===== config.mk =====
export PLATFORM = sky130hd
export DESIGN_NAME = rf_wb_sched
export DESIGN_NICKNAME = d
export VERILOG_FILES = /design/src/rtl/rf_wb_sched.sv
export SDC_FILE = /design/constraint.sdc
export NUM_CORES = 1
export LEC_CHECK = 0
export CAP_MARGIN = 40
export CELL_PAD_IN_SITES_DETAIL_PLACEMENT = 0
export CELL_PAD_IN_SITES_GLOBAL_PLACEMENT = 1
export CORE_AREA = 2 2 201 203
export DETAILED_ROUTE_END_ITERATION = 7
export DIE_AREA = 0 0 203 205
export PLACE_DENSITY = 0.56
export SLEW_MARGIN = 40
export SYNTH_ARGS = -nofsm -noshare
export SYNTH_HDL_FRONTEND = slang
export SYNTH_SLANG_ARGS = --single-unit

===== constraint.sdc =====
create_clock -name i_clk -period 3.8 [get_ports i_clk]
set_input_delay 0.76 -clock i_clk [delete_from_list [all_inputs] [get_ports i_clk]]
set_output_delay 0.76 -clock i_clk [all_outputs]
set_load 0.02 [all_outputs]

===== src/rtl/rf_wb_sched.sv =====
// rf_wb_sched
// Write-back scheduler for the core's single-write-port register file.
// The pipeline write-back stage and the AHB load-return path share one
// register-file write port. Load returns are buffered in a small FIFO. A
// per-register scoreboard of loads in flight drives the decode RAW/WAW stall.
//
// Parameters:
//   LQ_DEPTH      load-return queue entries (power of two, >= 2)
//   STARVE_LIMIT  cycles a queued load may wait before it forces a pipeline hold
//
// Ports:
//   i_clk            clock; all state changes on the rising edge
//   i_reset_n        asynchronous active-low reset
//   i_pw_valid/rd/data   pipeline write-back request
//   o_pipe_hold      pipeline must hold its WB instruction and re-present it
//   i_lr_valid/rd/data   AHB load data return
//   o_lr_ready       the queue can accept load data
//   i_ld_issue/ld_rd decode issues a load to ld_rd
//   i_id_valid/rs1/rs2/rd  decode instruction register selects
//   o_id_stall       decode must stall on a pending load hazard
//   o_rf_reg_write/rd_sel/wb_data  register-file write port
module rf_wb_sched #(
  parameter int LQ_DEPTH     = 4,
  parameter int STARVE_LIMIT = 8
) (
  input  logic        i_clk,
  input  logic        i_reset_n,
  input  logic        i_pw_valid,
  input  logic [4:0]  i_pw_rd,
  input  logic [31:0] i_pw_data,
  output logic        o_pipe_hold,
  input  logic        i_lr_valid,
  output logic        o_lr_ready,
  input  logic [4:0]  i_lr_rd,
  input  logic [31:0] i_lr_data,
  input  logic        i_ld_issue,
  input  logic [4:0]  i_ld_rd,
  input  logic        i_id_valid,
  input  logic [4:0]  i_id_rs1,
  input  logic [4:0]  i_id_rs2,
  input  logic [4:0]  i_id_rd,
  output logic        o_id_stall,
  output logic        o_rf_reg_write,
  output logic [4:0]  o_rf_rd_sel,
  output logic [31:0] o_rf_wb_data
);

  localparam int PW = $clog2(LQ_DEPTH);
  localparam int CW = PW + 1;

  logic [4:0]    r_lq_rd   [LQ_DEPTH];
  logic [31:0]   r_lq_data [LQ_DEPTH];
  logic [PW-1:0] r_wr_ptr;
  logic [PW-1:0] r_rd_ptr;
  logic [CW-1:0] r_count;
  logic [7:0]    r_starve;
  logic          r_force_q;
  logic [31:0]   r_pending;

  logic          w_full;
  logic          w_empty;
  logic          w_push;
  logic          w_grant_q;
  logic          w_grant_p;
  logic          w_force_grant;
  logic [4:0]    w_head_rd;
  logic [31:0]   w_head_data;
  logic [7:0]    w_starve_next;
  logic          w_force_set;
  logic [31:0]   w_clr_mask;
  logic [31:0]   w_set_mask;
  logic [31:0]   w_eff;

  assign w_full      = (r_count == CW'(LQ_DEPTH));
  assign w_empty     = (r_count == '0);
  assign o_lr_ready  = !w_full;
  assign w_push      = i_lr_valid & !w_full;
  assign w_head_rd   = r_lq_rd[r_rd_ptr];
  assign w_head_data = r_lq_data[r_rd_ptr];

  // A forced grant takes the port from the pipeline regardless of pw_valid.
  // The pipeline grant is gated by reset so the write port stays quiet
  // while reset is asserted, even if the pipeline is presenting a write.
  assign w_force_grant = r_force_q & !w_empty;
  assign w_grant_q     = !w_empty & (r_force_q | !i_pw_valid);
  assign w_grant_p     = i_reset_n & i_pw_valid & !w_force_grant;
  assign o_pipe_hold   = w_force_grant;

  // rd=0 grants still consume their source but never strobe the write.
  always_comb begin
    o_rf_reg_write = 1'b0;
    o_rf_rd_sel    = 5'd0;
    o_rf_wb_data   = 32'd0;
    if (w_grant_q) begin
      o_rf_reg_write = (w_head_rd != 5'd0);
      o_rf_rd_sel    = w_head_rd;
      o_rf_wb_data   = w_head_data;
    end else if (w_grant_p) begin
      o_rf_reg_write = (i_pw_rd != 5'd0);
      o_rf_rd_sel    = i_pw_rd;
      o_rf_wb_data   = i_pw_data;
    end
  end

  always_ff @(posedge i_clk or negedge i_reset_n) begin
    if (!i_reset_n) begin
      r_wr_ptr <= '0;
      r_rd_ptr <= '0;
      r_count  <= '0;
      for (int i = 0; i < LQ_DEPTH; i++) begin
        r_lq_rd[i]   <= 5'd0;
        r_lq_data[i] <= 32'd0;
      end
    end else begin
      if (w_push) begin
        r_lq_rd[r_wr_ptr]   <= i_lr_rd;
        r_lq_data[r_wr_ptr] <= i_lr_data;
        r_wr_ptr            <= r_wr_ptr + PW'(1);
      end
      if (w_grant_q) begin
        r_rd_ptr <= r_rd_ptr + PW'(1);
      end
      case ({w_push, w_grant_q})
        2'b10:   r_count <= r_count + CW'(1);
        2'b01:   r_count <= r_count - CW'(1);
        default: r_count <= r_count;
      endcase
    end
  end

  // Counts cycles the head waits without a grant; saturates rather than wraps.
  always_comb begin
    w_starve_next = 8'd0;
    if (!w_empty && !w_grant_q) begin
      w_starve_next = (r_starve == 8'hFF) ? r_starve : r_starve + 8'd1;
    end
  end

  assign w_force_set = !w_empty &&
                       ((w_starve_next == 8'(STARVE_LIMIT)) || (w_full && i_pw_valid));

  // Clearing after a forced grant takes priority over re-arming, so one
  // force event drains exactly one entry even if the queue was full.
  always_ff @(posedge i_clk or negedge i_reset_n) begin
    if (!i_reset_n) begin
      r_starve  <= 8'd0;
      r_force_q <= 1'b0;
    end else begin
      r_starve <= w_starve_next;
      if (w_force_grant || w_empty) begin
        r_force_q <= 1'b0;
      end else if (w_force_set) begin
        r_force_q <= 1'b1;
      end
    end
  end

  assign w_clr_mask = (w_grant_q && (w_head_rd != 5'd0)) ? (32'd1 << w_head_rd) : 32'd0;
  assign w_set_mask = (i_ld_issue && (i_ld_rd != 5'd0)) ? (32'd1 << i_ld_rd) : 32'd0;

  // Set after clear so a same-cycle reissue to the same register wins.
  always_ff @(posedge i_clk or negedge i_reset_n) begin
    if (!i_reset_n) begin
      r_pending <= 32'd0;
    end else begin
      r_pending <= ((r_pending & ~w_clr_mask) | w_set_mask) & ~32'd1;
    end
  end

  // The register being written this cycle no longer stalls decode; the
  // register-file read bypass supplies its value.
  assign w_eff      = r_pending & ~w_clr_mask;
  assign o_id_stall = i_id_valid & (w_eff[i_id_rs1] | w_eff[i_id_rs2] | w_eff[i_id_rd]);

endmodule


Yosys cells after proc, flatten, opt, wreduce, memory -nomap -nowiden

Cells that the tools add are included.

Flip-flop bits (word level): 195
Bits in latches: 0
Memory bits (writable): 0
Memory bits (read-only): 0
Output and inout port bits: 41
Word-level logic and storage cells: 96
Memories: 0

Add/subtract/negate cells: 5
Multiply operators: 0
Divide/modulo/power cells: 0
$lt $le $gt $ge: 6
Equal/unequal tests: 5
Shift-type cells: 2
Mux-type cells: 31
Bitwise logic cells: 14
Reductions and logical operators: 19

Operators with widths:

| operator                                                              | count |
|---|---|
| 32-bit 2-to-1 mux                                                     | 7 |
| 128-bit bitwise mux                                                   | 1 |
| 32-bit binary-select mux with 2-bit select                            | 1 |
| 32-bit demux with 2-bit select                                        | 1 |
| 1-bit by 5-bit << shifter with 32-bit output, first input constant    | 2 |
| 32-bit bitwise AND                                                    | 1 |
| 32-bit NOT                                                            | 1 |
| 32-bit OR                                                             | 1 |
| 5-bit 2-to-1 mux                                                      | 5 |
| 20-bit bitwise mux                                                    | 1 |
| 5-bit by 6-bit < comparator with 1-bit output, second input constant  | 3 |
| 8-bit 2-to-1 mux                                                      | 2 |
| 1-bit binary-select mux with 5-bit select                             | 3 |
| 5-bit nonzero test                                                    | 3 |
| 5-bit binary-select mux with 2-bit select                             | 1 |
| 5-bit demux with 2-bit select                                         | 1 |
| 8-bit by 1-bit adder with 8-bit output, second input constant         | 1 |
| 8-bit by 4-bit equality test with 1-bit output, second input constant | 1 |
| 8-bit equality test, second input constant                            | 1 |
| 1-bit 2-to-1 mux                                                      | 7 |
| 1-bit bitwise AND                                                     | 6 |
| 3-bit >= comparator, second input constant                            | 2 |
| 1-bit logical AND                                                     | 6 |
| 2-bit NOT with 3-bit output                                           | 2 |
| 13 further kinds                                                      | 22 |

Longest topological paths before layout

Depth after elaboration: 14
Depth in mapped cells: 11
Gate-level depth less buffers: 10

Worst setup path before layout

No wires, ideal clock.

Path type: reg-to-output
From: register r_rd_ptr[0]
To: output port o_id_stall
Arrival: 2.933 ns
Required time: 3.040 ns
Slack: 0.107 ns
Cell stages (with the launch flop): 10
Cell sequence: dfrtp_1 -> buf_6 -> mux4_2 -> or3b_1 -> or2_1 -> a31o_1 -> a21oi_2 -> a211oi_1 -> o311a_1 -> o41a_1

Longest elaborated chain between the ends: 14
Elaborated cells between the ends (all ways): 19

RTL lines:

| what                                                  | RTL line | text |
|---|---|---|
| start: declaration                                    | 54       | `logic [PW-1:0] r_rd_ptr;` |
| start signal: assignment                              | 121      | `r_rd_ptr <= r_rd_ptr + PW'(1);` |
| 2-bit NOT with 3-bit output (implied by the code) *   | 78       | `assign w_head_rd = r_lq_rd[r_rd_ptr];` |
| 5-bit binary-select mux with 2-bit select *           | 78       |  |
| 5-bit 2-to-1 mux (implied by the code) * (2 in a row) | 78       |  |
| 5-bit nonzero test                                    | 158      | `assign w_clr_mask = (w_grant_q && (w_head_rd != 5'd0)) ? (32'd1 << w_head_rd) : 32'd0;` |
| 1-bit logical AND                                     | 158      |  |
| 32-bit 2-to-1 mux *                                   | 158      |  |
| 32-bit NOT *                                          | 172      | `assign w_eff = r_pending & ~w_clr_mask;` |
| 32-bit bitwise AND *                                  | 172      |  |
| 1-bit binary-select mux with 5-bit select             | 173      | `assign o_id_stall = i_id_valid & (w_eff[i_id_rs1] \| w_eff[i_id_rs2] \| w_eff[i_id_rd]);` |
| 1-bit 2-to-1 mux (implied by the code)                | 173      |  |
| 1-bit OR                                              | 173      |  |
| 1-bit OR *                                            | 173      |  |
| 1-bit bitwise AND *                                   | 173      |  |
| end: declaration                                      | 42       | `output logic o_id_stall,` |

Every way passes the cells marked *; elsewhere a longest branch is shown, timed or not. The select of a mux whose other input is x is not followed.

Worst setup path in the final report

Ends and elaborated chain as after synthesis.

==> impl_results.md <==
* Avg WL per Cell at 19.2 um
* Worst Path Arrival at 3.68 ns
* Hold WS at 0.502 ns
* Skew final at 0.0132 ns
* Pwr Density at 844 nW/um2
* Post-route cell area at 13200 um2
* Rel. slew slack at 51.9%
* Vias per std cell at 4.77
* Clk Latency, worst-skew pair at 0.44 ns
* Register area share after synthesis at 50.1%
* Dpl hpwl at 19.5 mm
* Area post-placement at 12400 um2
* Register area at 4880 um2
* Final Power at 11.1 mW
* Worst slack at placement at -1.03 ns
* Antenna-violating nets left at 0
* First-pass GRT wire length at 44.5 mm
* Final WS setup at -0.639 ns
* IO Port Bufs at 140
* Element type at the critical path end: output pin
* GPL Wtd Cong at 0.879
* Async SR Flop Fraction at 100%
* # rows at 73
* Most used cell, CP: mux4_2
* Ports at 141
* CTS tree: built
* CTS root buffer: clkbuf_16
* Endpoints failing setup at 1
* Placed cells at 1424
* Post-synth EDFFs at 0
* H-tree depth at 4
* Die Height at 205 um
* YS warnings at 0
* Initial Util at 24.7%
* Cells after Synth at 721
* DRC at 0
* RSZ-0062 raised after global routing: yes
* Fraction of layout cells with a size suffix above 1 at 39.1%
* Pin count of the biggest net entering global routing at 135
* Worst-Margin Slew at 0.721 ns
* DR pass1 iterations at 4
* Fill cell count at 3932
* Gr usage total at 14.1%
* Slowest stage cell, crit path: mux4_2
* Net count after synthesis at 828
* TritonCTS Buffers at 17
* Critical Path RT at 3.04 ns
* Vias in the first global route at 7448
* Critical path's top delay family: multiplexers
* Post-CTS Hold Fix Bufs at 0
* Die area at 41600 um2
* Crit-path max cell delay at 0.57 ns
* Aggregate global routing overflow at 0
* CP cell instances: buf_12 > mux4_2 > buf_4 > or3b_4 > buf_4 > o21ai_2 > mux4_2 > mux4_2 > nor2b_1 > o41a_1 > buf_6
* Avg Inst Size Synth at 13.5 um2
* Clk pin slew, worst setup/hold paths at 0.08 ns
* MaxCap Viol Count at 0
* Core area at 39400 um2
* Hold/Removal Path Class: reg2reg
* Flops & latches, synth at 195
* Hold Fails Final Rpt at 0
* Post-synthesis cell type count at 61
* Setup crit start kind: flip-flop
* Ys flop type: dfrtp_1
* CTS Sinks at 195
* Max Fclk at 225 MHz
* Failing checks: negative setup slack
* Die width at 203 um
* CP Class: reg2out
* Vias at 6991
* Final wirelength at 28.2 mm
* Initial detailed-routing violation count at 321
* Multi-input logic area at 4790 um2
* Synthesized area at 9740 um2
* Leak at 5.35 nW
* Crit path time final at 4.44 ns
* Status: finished, violations left
* Max rail drop VDD at 0.392 mV
* Fin Setup TNS at -0.639 ns
* Layout Cells excl Fill at 1466
* Final #Nets at 1034
* Final Cycle Share at 117%
* Final core occ at 33.5%
* Slew Viols, Final at 0
* Worst path bufs/invs at 4
* Initial antenna violation count at 3
* Layout area overhead at 35.3%
* Clk buf depth at 2
* Crit path max fanout at 7
-- flip-flops by register name, indices dropped and copies added, names as in the netlist --
signal	count
r_wr_ptr	2
r_lq_rd	20
r_lq_data	128
r_starve	8
r_count	3
r_pending	31
r_force_q	1
r_rd_ptr	2
-- cell families (layout without fill, tap and decap cells) --
| kind of cell | count (synthesis) | count (layout) | synth area share, % |
|---|---|---|---|
| buffers and inverters | 53 | 272 | 2.23 |
| multiplexers | 211 | 211 | 30.1 |
| adder cells (fa/ha/maj) | 7 | 7 | 0.976 |
| XOR/XNOR | 10 | 10 | 0.899 |
| flip-flops | 195 | 195 | 50.1 |
| AND/OR/NAND/NOR | 112 | 112 | 6.29 |
| AO/OA/AOI/OAI | 133 | 133 | 9.45 |
| other | 0 | 1 | 0 |
-- where the power goes --
part / switching, mW / internal (mW) / total [mW]
Combinational: 2.53 / 3.15 / 5.68
Sequential: 0.505 / 3.10 / 3.60
Clock: 0.949 / 0.900 / 1.85
-- final cells by class --
cell class | instances | share of cell area (%)
Clock inverter | 14 | 1.35
Antenna cell | 1 | 0.0190
Timing Repair Buffer | 229 | 16.7
Sequential cell | 195 | 37.0
Clock buffer | 18 | 3.26
Tap cell | 525 | 4.98
Multi-Input combinational cell | 473 | 36.4
Inverter | 11 | 0.313
-- timing repair --
| item | 4_1_cts | 5_1_grt |
|---|---|---|
| buffers inserted | 9 | 0 |
| resized for setup | 35 | 18 |
| pin swaps | 6 | 3 |
| endpoints found under the setup margin | 2 | 1 |
-- per-layer routing --
metal | wire [um] | global-route usage (%) | vias to the layer above | share of wire [%]
met1 | 13000 | 19.0 | 3606 | 46
met2 | 13200 | 22.8 | 202 | 47
li1 | - | - | 3164 | -
met4 | 299 | 3.68 | 2 | 1.1
met3 | 1610 | 3.28 | 17 | 5.7
met5 | 12 | 0 | - | 0.043
-- Yosys cell counts, types with 3 or more instances --
master / number / area [um2]
ha_1: 6 / 75.1
nor2b_1: 3 / 18.8
o21ai_1: 10 / 50.1
nand2_1: 20 / 75.1
o22ai_1: 3 / 18.8
dfrtp_1: 195 / 4880
a31oi_1: 3 / 18.8
nor4_1: 4 / 25.0
a21oi_1: 3 / 15.0
clkbuf_1: 32 / 120
nand4_1: 4 / 25.0
or3_1: 3 / 18.8
buf_1: 5 / 18.8
nand2b_1: 9 / 56.3
nand3_1: 14 / 70.1
buf_2: 3 / 15.0
xnor2_1: 4 / 35.0
mux4_2: 50 / 1130
nand3b_1: 8 / 60.1
o21ai_0: 50 / 250
mux2_2: 153 / 1720
nor2_1: 22 / 82.6
o21ai_2: 3 / 26.3
inv_1: 11 / 41.3
nor3_1: 5 / 25.0
xor2_1: 6 / 52.6
a22o_1: 38 / 333
mux2i_1: 8 / 80.1
-- layout by cell type (no fill, tap or decap), drive strengths merged, types with 5 or more instances in the layout --
master,n
mux2,153
xor2,6
mux4,50
nor3,5
ha,6
nand3b,8
clkinv,7
a22o,38
o21ai,63
mux2i,8
nand2,20
buf,90
dfrtp,195
nor2,22
clkbuf,19
nand2b,9
clkdlybuf4s50,137
nand3,14
inv,18
-- path summary, 6_finish.rpt --
path,from,to,slack (ns),cells after the start
max reg2reg,r_count[1],r_count[2],1.42,11
min reg2reg,r_lq_data[63],r_lq_data[63],0.50,1
max,r_rd_ptr[0],o_id_stall,-0.64,11
max in group asynchronous,i_reset_n,r_lq_data[38],2.24,3
min,r_lq_data[63],r_lq_data[63],0.50,1
min in group asynchronous,i_reset_n,r_lq_data[123],0.51,2
(Power assumes the default switching activity.)
